<file path="config.mk">
export PLATFORM = sky130hd
export DESIGN_NAME = spi_cmd_sequencer
export DESIGN_NICKNAME = d
export VERILOG_FILES = /design/src/rtl/spi_cmd_sequencer.sv
export SDC_FILE = /design/constraint.sdc
export NUM_CORES = 1
export LEC_CHECK = 0
export CAP_MARGIN = 20
export CORE_MARGIN = 5
export CORE_UTILIZATION = 51
export CTS_CLUSTER_SIZE = 12
export DETAILED_ROUTE_END_ITERATION = 8
export PLACE_DENSITY = 0.8
export SLEW_MARGIN = 20
export SYNTH_ARGS = -nofsm -noshare
export SYNTH_HDL_FRONTEND = slang
export SYNTH_SLANG_ARGS = --single-unit
</file>
<file path="constraint.sdc">
create_clock -name clk -period 2.2 [get_ports clk]
set_input_delay 0.44 -clock clk [delete_from_list [all_inputs] [get_ports clk]]
set_output_delay 0.44 -clock clk [all_outputs]
set_load 0.1 [all_outputs]
</file>
<file path="src/rtl/spi_cmd_sequencer.sv">
// rtl/spi_cmd_sequencer.sv - SPI frame command decoder sequencing register-bus reads/writes
//
// Decodes each SSEL frame as CMD, ADDR, DATA... and drives an 8-bit register bus
// with address auto-increment; supplies the next MISO byte to the SPI slave.
// Ports:
//   clk, rst_n            clock, asynchronous active-low reset
//   ssel_active           frame in progress (already synchronised)
//   rx_valid, rx_byte     received MOSI byte strobe and value
//   tx_byte, tx_valid     next MISO byte and its update strobe
//   bus_req, bus_we, bus_addr, bus_wdata   register-bus request (held until ack)
//   bus_ack, bus_rdata    register-bus completion strobe and read data
//   busy                  sequencer not idle
//   frame_err             sticky error for the current/last frame
module spi_cmd_sequencer #(
    parameter int          ADDR_W      = 8,
    parameter logic [7:0]  ID_BYTE     = 8'hA5,
    parameter int          BUS_TIMEOUT = 15
) (
    input  logic              clk,
    input  logic              rst_n,
    input  logic              ssel_active,
    input  logic              rx_valid,
    input  logic [7:0]        rx_byte,
    output logic [7:0]        tx_byte,
    output logic              tx_valid,
    output logic              bus_req,
    output logic              bus_we,
    output logic [ADDR_W-1:0] bus_addr,
    output logic [7:0]        bus_wdata,
    input  logic              bus_ack,
    input  logic [7:0]        bus_rdata,
    output logic              busy,
    output logic              frame_err
);

    localparam logic [7:0] CMD_WRITE = 8'h01;
    localparam logic [7:0] CMD_READ  = 8'h02;
    localparam logic [7:0] CMD_ID    = 8'h9F;
    localparam logic [7:0] TIMEOUT_BYTE = 8'hEE;
    localparam int         CNT_W     = $clog2(BUS_TIMEOUT + 1);
    localparam logic [CNT_W-1:0] CNT_LAST = CNT_W'(BUS_TIMEOUT - 1);

    // WR_GAP/RD_GAP hold bus_req low for one cycle when a new byte arrives
    // together with the ack of the previous access.
    typedef enum logic [3:0] {
        S_IDLE, S_ADDR, S_WR_DATA, S_WR_BUS, S_WR_GAP,
        S_RD_BUS, S_RD_GAP, S_RD_DATA, S_ID, S_ERROR
    } state_t;

    state_t            state, state_n;
    logic              req_n, we_n, tx_valid_n, err_n, ssel_q;
    logic [ADDR_W-1:0] addr_n;
    logic [7:0]        wdata_n, tx_n;
    logic [CNT_W-1:0]  cnt, cnt_n;

    always_ff @(posedge clk or negedge rst_n) begin
        if (!rst_n) begin
            state     <= S_IDLE;
            bus_req   <= 1'b0;
            bus_we    <= 1'b0;
            bus_addr  <= '0;
            bus_wdata <= 8'h00;
            tx_byte   <= 8'h00;
            tx_valid  <= 1'b0;
            frame_err <= 1'b0;
            cnt       <= '0;
            ssel_q    <= 1'b0;
        end else begin
            state     <= state_n;
            bus_req   <= req_n;
            bus_we    <= we_n;
            bus_addr  <= addr_n;
            bus_wdata <= wdata_n;
            tx_byte   <= tx_n;
            tx_valid  <= tx_valid_n;
            frame_err <= err_n;
            cnt       <= cnt_n;
            ssel_q    <= ssel_active;
        end
    end

    always_comb begin
        state_n    = state;
        req_n      = bus_req;
        we_n       = bus_we;
        addr_n     = bus_addr;
        wdata_n    = bus_wdata;
        tx_n       = tx_byte;
        tx_valid_n = 1'b0;
        err_n      = frame_err;
        cnt_n      = cnt;

        // Error is kept through deselect so it can be read back, and only
        // cleared when the next frame starts.
        if (ssel_active && !ssel_q) begin
            err_n = 1'b0;
        end

        if (!ssel_active) begin
            // Deselect overrides every other event, including a pending ack.
            state_n = S_IDLE;
            req_n   = 1'b0;
            tx_n    = 8'h00;
            cnt_n   = '0;
        end else begin
            case (state)
                S_IDLE: begin
                    if (rx_valid) begin
                        case (rx_byte)
                            CMD_WRITE: begin
                                we_n    = 1'b1;
                                state_n = S_ADDR;
                            end
                            CMD_READ: begin
                                we_n    = 1'b0;
                                state_n = S_ADDR;
                            end
                            CMD_ID: begin
                                tx_n       = ID_BYTE;
                                tx_valid_n = 1'b1;
                                state_n    = S_ID;
                            end
                            default: begin
                                err_n   = 1'b1;
                                state_n = S_ERROR;
                            end
                        endcase
                    end
                end
                S_ADDR: begin
                    if (rx_valid) begin
                        addr_n = rx_byte[ADDR_W-1:0];
                        if (bus_we) begin
                            state_n = S_WR_DATA;
                        end else begin
                            req_n   = 1'b1;
                            state_n = S_RD_BUS;
                        end
                    end
                end
                S_WR_DATA: begin
                    if (rx_valid) begin
                        wdata_n = rx_byte;
                        req_n   = 1'b1;
                        state_n = S_WR_BUS;
                    end
                end
                S_RD_DATA: begin
                    // The previously fetched byte has been shifted out: prefetch next.
                    if (rx_valid) begin
                        req_n   = 1'b1;
                        state_n = S_RD_BUS;
                    end
                end
                S_WR_BUS, S_RD_BUS: begin
                    if (bus_ack) begin
                        req_n  = 1'b0;
                        cnt_n  = '0;
                        addr_n = bus_addr + ADDR_W'(1);
                        if (state == S_RD_BUS) begin
                            tx_n       = bus_rdata;
                            tx_valid_n = 1'b1;
                        end
                        if (rx_valid) begin
                            if (state == S_WR_BUS) begin
                                wdata_n = rx_byte;
                                state_n = S_WR_GAP;
                            end else begin
                                state_n = S_RD_GAP;
                            end
                        end else begin
                            state_n = (state == S_WR_BUS) ? S_WR_DATA : S_RD_DATA;
                        end
                    end else if (rx_valid) begin
                        // Byte arrived before the bus finished: overrun.
                        req_n   = 1'b0;
                        cnt_n   = '0;
                        err_n   = 1'b1;
                        state_n = S_ERROR;
                    end else if (cnt == CNT_LAST) begin
                        req_n      = 1'b0;
                        cnt_n      = '0;
                        tx_n       = TIMEOUT_BYTE;
                        tx_valid_n = 1'b1;
                        err_n      = 1'b1;
                        state_n    = S_ERROR;
                    end else begin
                        cnt_n = cnt + CNT_W'(1);
                    end
                end
                S_WR_GAP, S_RD_GAP: begin
                    if (rx_valid) begin
                        err_n   = 1'b1;
                        state_n = S_ERROR;
                    end else begin
                        req_n   = 1'b1;
                        state_n = (state == S_WR_GAP) ? S_WR_BUS : S_RD_BUS;
                    end
                end
                S_ID: begin
                    tx_n = ID_BYTE;
                end
                S_ERROR: begin
                    state_n = S_ERROR;
                end
                default: begin
                    state_n = S_IDLE;
                end
            endcase
        end
    end

    assign busy = (state != S_IDLE);

endmodule

</file>
Word level (Yosys, flattened, before mapping)
Index checks and enable logic that the tools add are counted.
{"block": "classes", "add_sub_neg": 2, "n_eq_ne": 34, "n_mux": 63, "n_reduce_logical": 18}
{"op": "$mux 8", "n": 12}
{"op": "$mux 4", "n": 15}
{"op": "$pmux 4 s8", "n": 1}
{"op": "$pmux 8 s2", "n": 2}
{"op": "$pmux 8 s3", "n": 1}
{"op": "$reduce_and 6->1", "n": 4}
{"op": "$mux 1", "n": 23}
{"op": "$ne 3x3->1 const B", "n": 7}
{"op": "$eq 4x3->1 const B", "n": 4}
{"op": "$eq 4x4->1 const B", "n": 3}
{"op": "$ne 2x2->1 const B", "n": 6}
{"op": "$ne 4x4->1 const B", "n": 3}
{"op": "$mux 3", "n": 3}
{"op": "$add 8x1->8 const B", "n": 1}
{"op": "$eq 4x2->1 const B", "n": 2}
{"op": "$eq 8x1->1 const B", "n": 1}
{"op": "$eq 8x2->1 const B", "n": 1}
{"op": "$eq 8x8->1 const B", "n": 1}
{"op": "$pmux 4 s2", "n": 1}
{"op": "$reduce_and 4->1", "n": 2}
{"op": "$reduce_or 2->1", "n": 4}
{"op": "$reduce_bool 2->1", "n": 3}
{"op": "$ne 5x2->1 const B", "n": 1}
{"op": "$ne 5x5->1 const B", "n": 1}
{"op": "other kinds (14)", "n": 15}
{"block": "totals", "regBits": 37, "in_bits": 21, "output_inout_bits": 29, "wordCells": 127}

Longest topological paths before layout
{"block": "logic_depth", "ltp_word": 8, "depth_mapped": 8, "ltp_nobuf": 7}

Worst setup path before layout
No wires, ideal clock.
{"block": "synth_path", "path_type": "register to register", "from": "reg state[2]", "to": "reg bus_we", "setup_time_ps": 126, "t_arrival_ps": 1892, "required_time_ps": 2074, "setup_slack_ps": 182, "path_stages_with_launch": 8, "path_buffers": 2, "period_less_slack_ps": 2018, "path_cell_list": "dfrtp_1 -> buf_6 -> or2_4 -> or3_1 -> buf_2 -> or3b_1 -> nand2_1 -> o21ai_1"}
{"block": "synth_between", "elab_chain_len": 2}
{"item": "from (decl)", "line_no": "50", "source": "state_t state, state_n;"}
{"item": "from (signal assigned)", "line_no": "69", "source": "state <= state_n;"}
{"item": "$logic_not 4->1", "line_no": "106", "source": "case (state)"}
{"item": "$reduce_and 4->1 (no line)"}
{"item": "to (signal assigned)", "line_no": "71", "source": "bus_we <= we_n;"}
{"item": "to (decl)", "line_no": "27", "source": "output logic bus_we,"}
No other way between the ends.
A chain may end at the register's enable or synchronous reset.

Final worst setup path
{"block": "layout_path", "from": "reg state[2]", "to": "out busy"}
{"block": "layout_between", "elab_chain_len": 1}
{"item": "$reduce_bool 4->1", "line_no": "213", "source": "assign busy = (state != S_IDLE);"}
{"item": "to (decl)", "line_no": "32", "source": "output logic busy,"}
No other way between the ends.

==> impl_metrics.json <==
{
  "fin_worst_skew_ns": 0.00715,
  "worstRegToRegCells": 8,
  "cts.path.max_buffers": 2,
  "power_density_nw_per_um2": 1410,
  "cp_max_fo": 13,
  "synth_area_per_cell_um2": 8.90,
  "final_cells": 387,
  "top_usage_layer": "met2",
  "r2r-end": "tx_byte[0]$_DFFE_PN0P_",
  "met1_usage_pct": 29.9,
  "worst_pin_slew_ns": 0.472,
  "die_x_um": 77.4,
  "synth_cell_type_count": 57,
  "dr.pass1.iters": 4,
  "slew_headroom_pct": 68.5,
  "cts_sinks": 37,
  "startpoint": "state[2]$_DFFE_PN0P_",
  "setup_viol": 0,
  "drive_gt1_share_pct": 28.1,
  "fin_util_pct": 71.1,
  "worstPathArrival_ns": 1.65,
  "dp_hpwl_um": 4590,
  "use_met2_pct": 34.6,
  "p_leak_nw": 1.41,
  "peakVddDrop_mv": 0.911,
  "cts_buffers": 5,
  "holdBufCountCts": 0,
  "io_pins": 50,
  "ant_nets": 0,
  "globalRouteOverflowTotal": 0,
  "fin_crit_sh_pct": 95.2,
  "place_area_um2": 2990,
  "finalCriticalPeriod_ns": 2.09,
  "finalWorstSetupSlack_ns": 0.106,
  "status": "complete, no violations",
  "ys_seq_area_share_pct": 40.0,
  "vias": 2247,
  "num_rows": 24,
  "insertion_delay_ns": 0.29,
  "start_util_pct": 52.8,
  "viasPerCell": 5.81,
  "wire_per_inst_um": 15.5,
  "async_flop_share_pct": 100,
  "tns_ns": 0,
  "ys_seq_elements": 37,
  "dp.cells": 379,
  "fmax_mhz": 478,
  "grtUsageTotal_pct": 21.6,
  "total_power_mw": 4.39,
  "synth-edff-count": 0,
  "place_congestion": 0.902,
  "crit_type": "reg -> out",
  "grt_first_pass_wirelength_um": 10700,
  "start_kind": "flop",
  "ff2ff_setup_slack_ns": 0.21,
  "critPathCaptureType": "primary output",
  "use_met3_pct": 4.28,
  "synth_flop_cell": "dfrtp_1",
  "port_buffers": 49,
  "drc": 0,
  "holdWs_ns": 0.0341,
  "pre_cts_ws_ns": -0.173,
  "cts_tree": "yes",
  "grt_max_degree": 22,
  "hold_viol": 0,
  "ys_warn_count": 0,
  "coreArea_um2": 4380,
  "grt_pass1_vias": 2254,
  "clockRootBuffer": "clkbuf_8",
  "area.growth.synth_to_final_pct": 34.7,
  "critPathCapture": "busy",
  "hold_path_class": "in -> async",
  "syn_nets": 284,
  "die-height_um": 77.4,
  "final_max_slew_viol_count": 0,
  "fin_nets": 358,
  "rsz0062_at_grt": "no",
  "maxCapViolCount": 0,
  "required_ns": 1.76,
  "stdcell_area_um2": 3120,
  "antenna_cells": 0,
  "cts.clk_slew.worst_paths_ns": 0.08,
  "first_iter_violations": 197,
  "drt-total-wl_um": 6010,
  "postSynthCellCount": 260,
  "die-area_um2": 5980,
  "antenna_found_initial": 0,
  "syn-cell-area_um2": 2310,
  "r2r-start": "state[2]$_DFFE_PN0P_",
  "ctsHtreeMaxLevel": 2
}
## routing by layer
metal  vias up  wire length (µm)  part of all wire, %
met5         -                 0                    0
met4         0                57                 0.95
met3         6               482                  8.0
met2        88              2920                   49
met1      1062              2550                   42
li1       1091                 -                    -
## cell type report
type | instances | area (µm²)
well taps | 52 | 65.1
inverters | 5 | 18.8
clock inverters | 1 | 30.0
flip-flops and latches | 37 | 927
clock buffers | 7 | 86.3
fillers | 352 | 1270
multi-input cells | 202 | 1290
repair buffers | 83 | 693
## kinds of logic after synthesis
logic type / Yosys count / share of synthesized area (%)
and+or+nand+nor: 108 / 25.0
xor gates and xnor gates: 2 / 0.757
adders and majority gates: 3 / 1.62
buffers and inverters: 21 / 4.27
muxes: 18 / 8.33
AOI/OAI and AO/OA: 71 / 20.0
DFF: 37 / 40.0
## Yosys cell counts, types with 2 or more instances
library cell / number / share of area, %
and2_1: 2 / 0.54
clkbuf_1: 7 / 1.1
nand2b_1: 9 / 2.4
buf_2: 7 / 1.5
a2bb2oi_1: 3 / 1.1
nor3b_1: 2 / 0.65
o211ai_1: 6 / 1.9
nand4_1: 2 / 0.54
mux2_2: 10 / 4.9
mux2i_1: 8 / 3.5
o22ai_1: 4 / 1.1
nor3_1: 6 / 1.3
a31oi_1: 4 / 1.1
dfrtp_1: 37 / 40
ha_1: 3 / 1.6
nor2_1: 17 / 2.8
inv_1: 4 / 0.65
a21oi_1: 15 / 3.2
a22oi_1: 4 / 1.3
o21bai_1: 2 / 0.65
nand3_1: 11 / 2.4
nand2_1: 31 / 5.0
nor2b_1: 7 / 1.9
and3_1: 6 / 1.6
o21ai_0: 20 / 4.3
or3_1: 2 / 0.54
## how the worst min path moves through the flow
stage,startpoint,end,slack (ns),depth (start not counted)
4_1_cts,rst_n,tx_byte[5]$_DFFE_PN0P_,0.04,1
3_3_place_gp,rst_n,tx_byte[5]$_DFFE_PN0P_,0.35,1
2_1_floorplan,rst_n,bus_addr[0]$_DFFE_PN0P_,0.14,0
5_1_grt,rst_n,tx_byte[2]$_DFFE_PN0P_,0.06,1
6_report,rst_n,tx_byte[5]$_DFFE_PN0P_,0.03,1
3_5_place_dp,rst_n,tx_byte[5]$_DFFE_PN0P_,0.35,1
## power breakdown
part / switching [mW] / leakage, nW / internal, mW
combinational: 1.88 / 0.866 / 0.827
clock: 0.241 / 0.0585 / 0.370
sequential: 0.215 / 0.485 / 0.855
total: 2.33 / 1.41 / 2.05
## repair_timing
item / CTS / global route
gates resized for setup: 1 / 2
setup buffers: 0 / 0
endpoints found under the setup margin: 1 / 2
## worst max-delay path, stage by stage (launching register included)
cell and delay, ns:
dfrtp_2 0.50, or2_4 0.28, or3_4 0.39, buf_12 0.19
## cell usage in the layout (no fill, tap or decap), types with 2 or more instances in the layout
cell             Yosys  routed
clkbuf_8             0       6
dfrtp_1             37      36
clkdlybuf4s50_1      0      19
nor2b_1              7       7
nand2_1             31      31
a21oi_1             15      15
nor3_1               6       6
and2_1               2       2
a2bb2oi_1            3       3
mux2i_1              8       8
nor3b_1              2       2
and3_1               6       6
inv_1                4       4
o211ai_1             6       6
buf_4                1      61
nand3_1             11      11
nor2_1              17      17
nand4_1              2       2
o22ai_1              4       4
buf_12               0       2
o21bai_1             2       2
nand2b_1             9       9
ha_1                 3       3
o21ai_0             20      20
a31oi_1              4       4
mux2_2              10      10
a22oi_1              4       4
## state kept, by name, summed over array words and instances, names as in the netlist
name and cells:
state 4, bus_wdata 8, ssel_q 1, bus_req 1
bus_we 1, frame_err 1, tx_valid 1, cnt 4
tx_byte 8, bus_addr 8
Power figures use the tool's default switching activity.
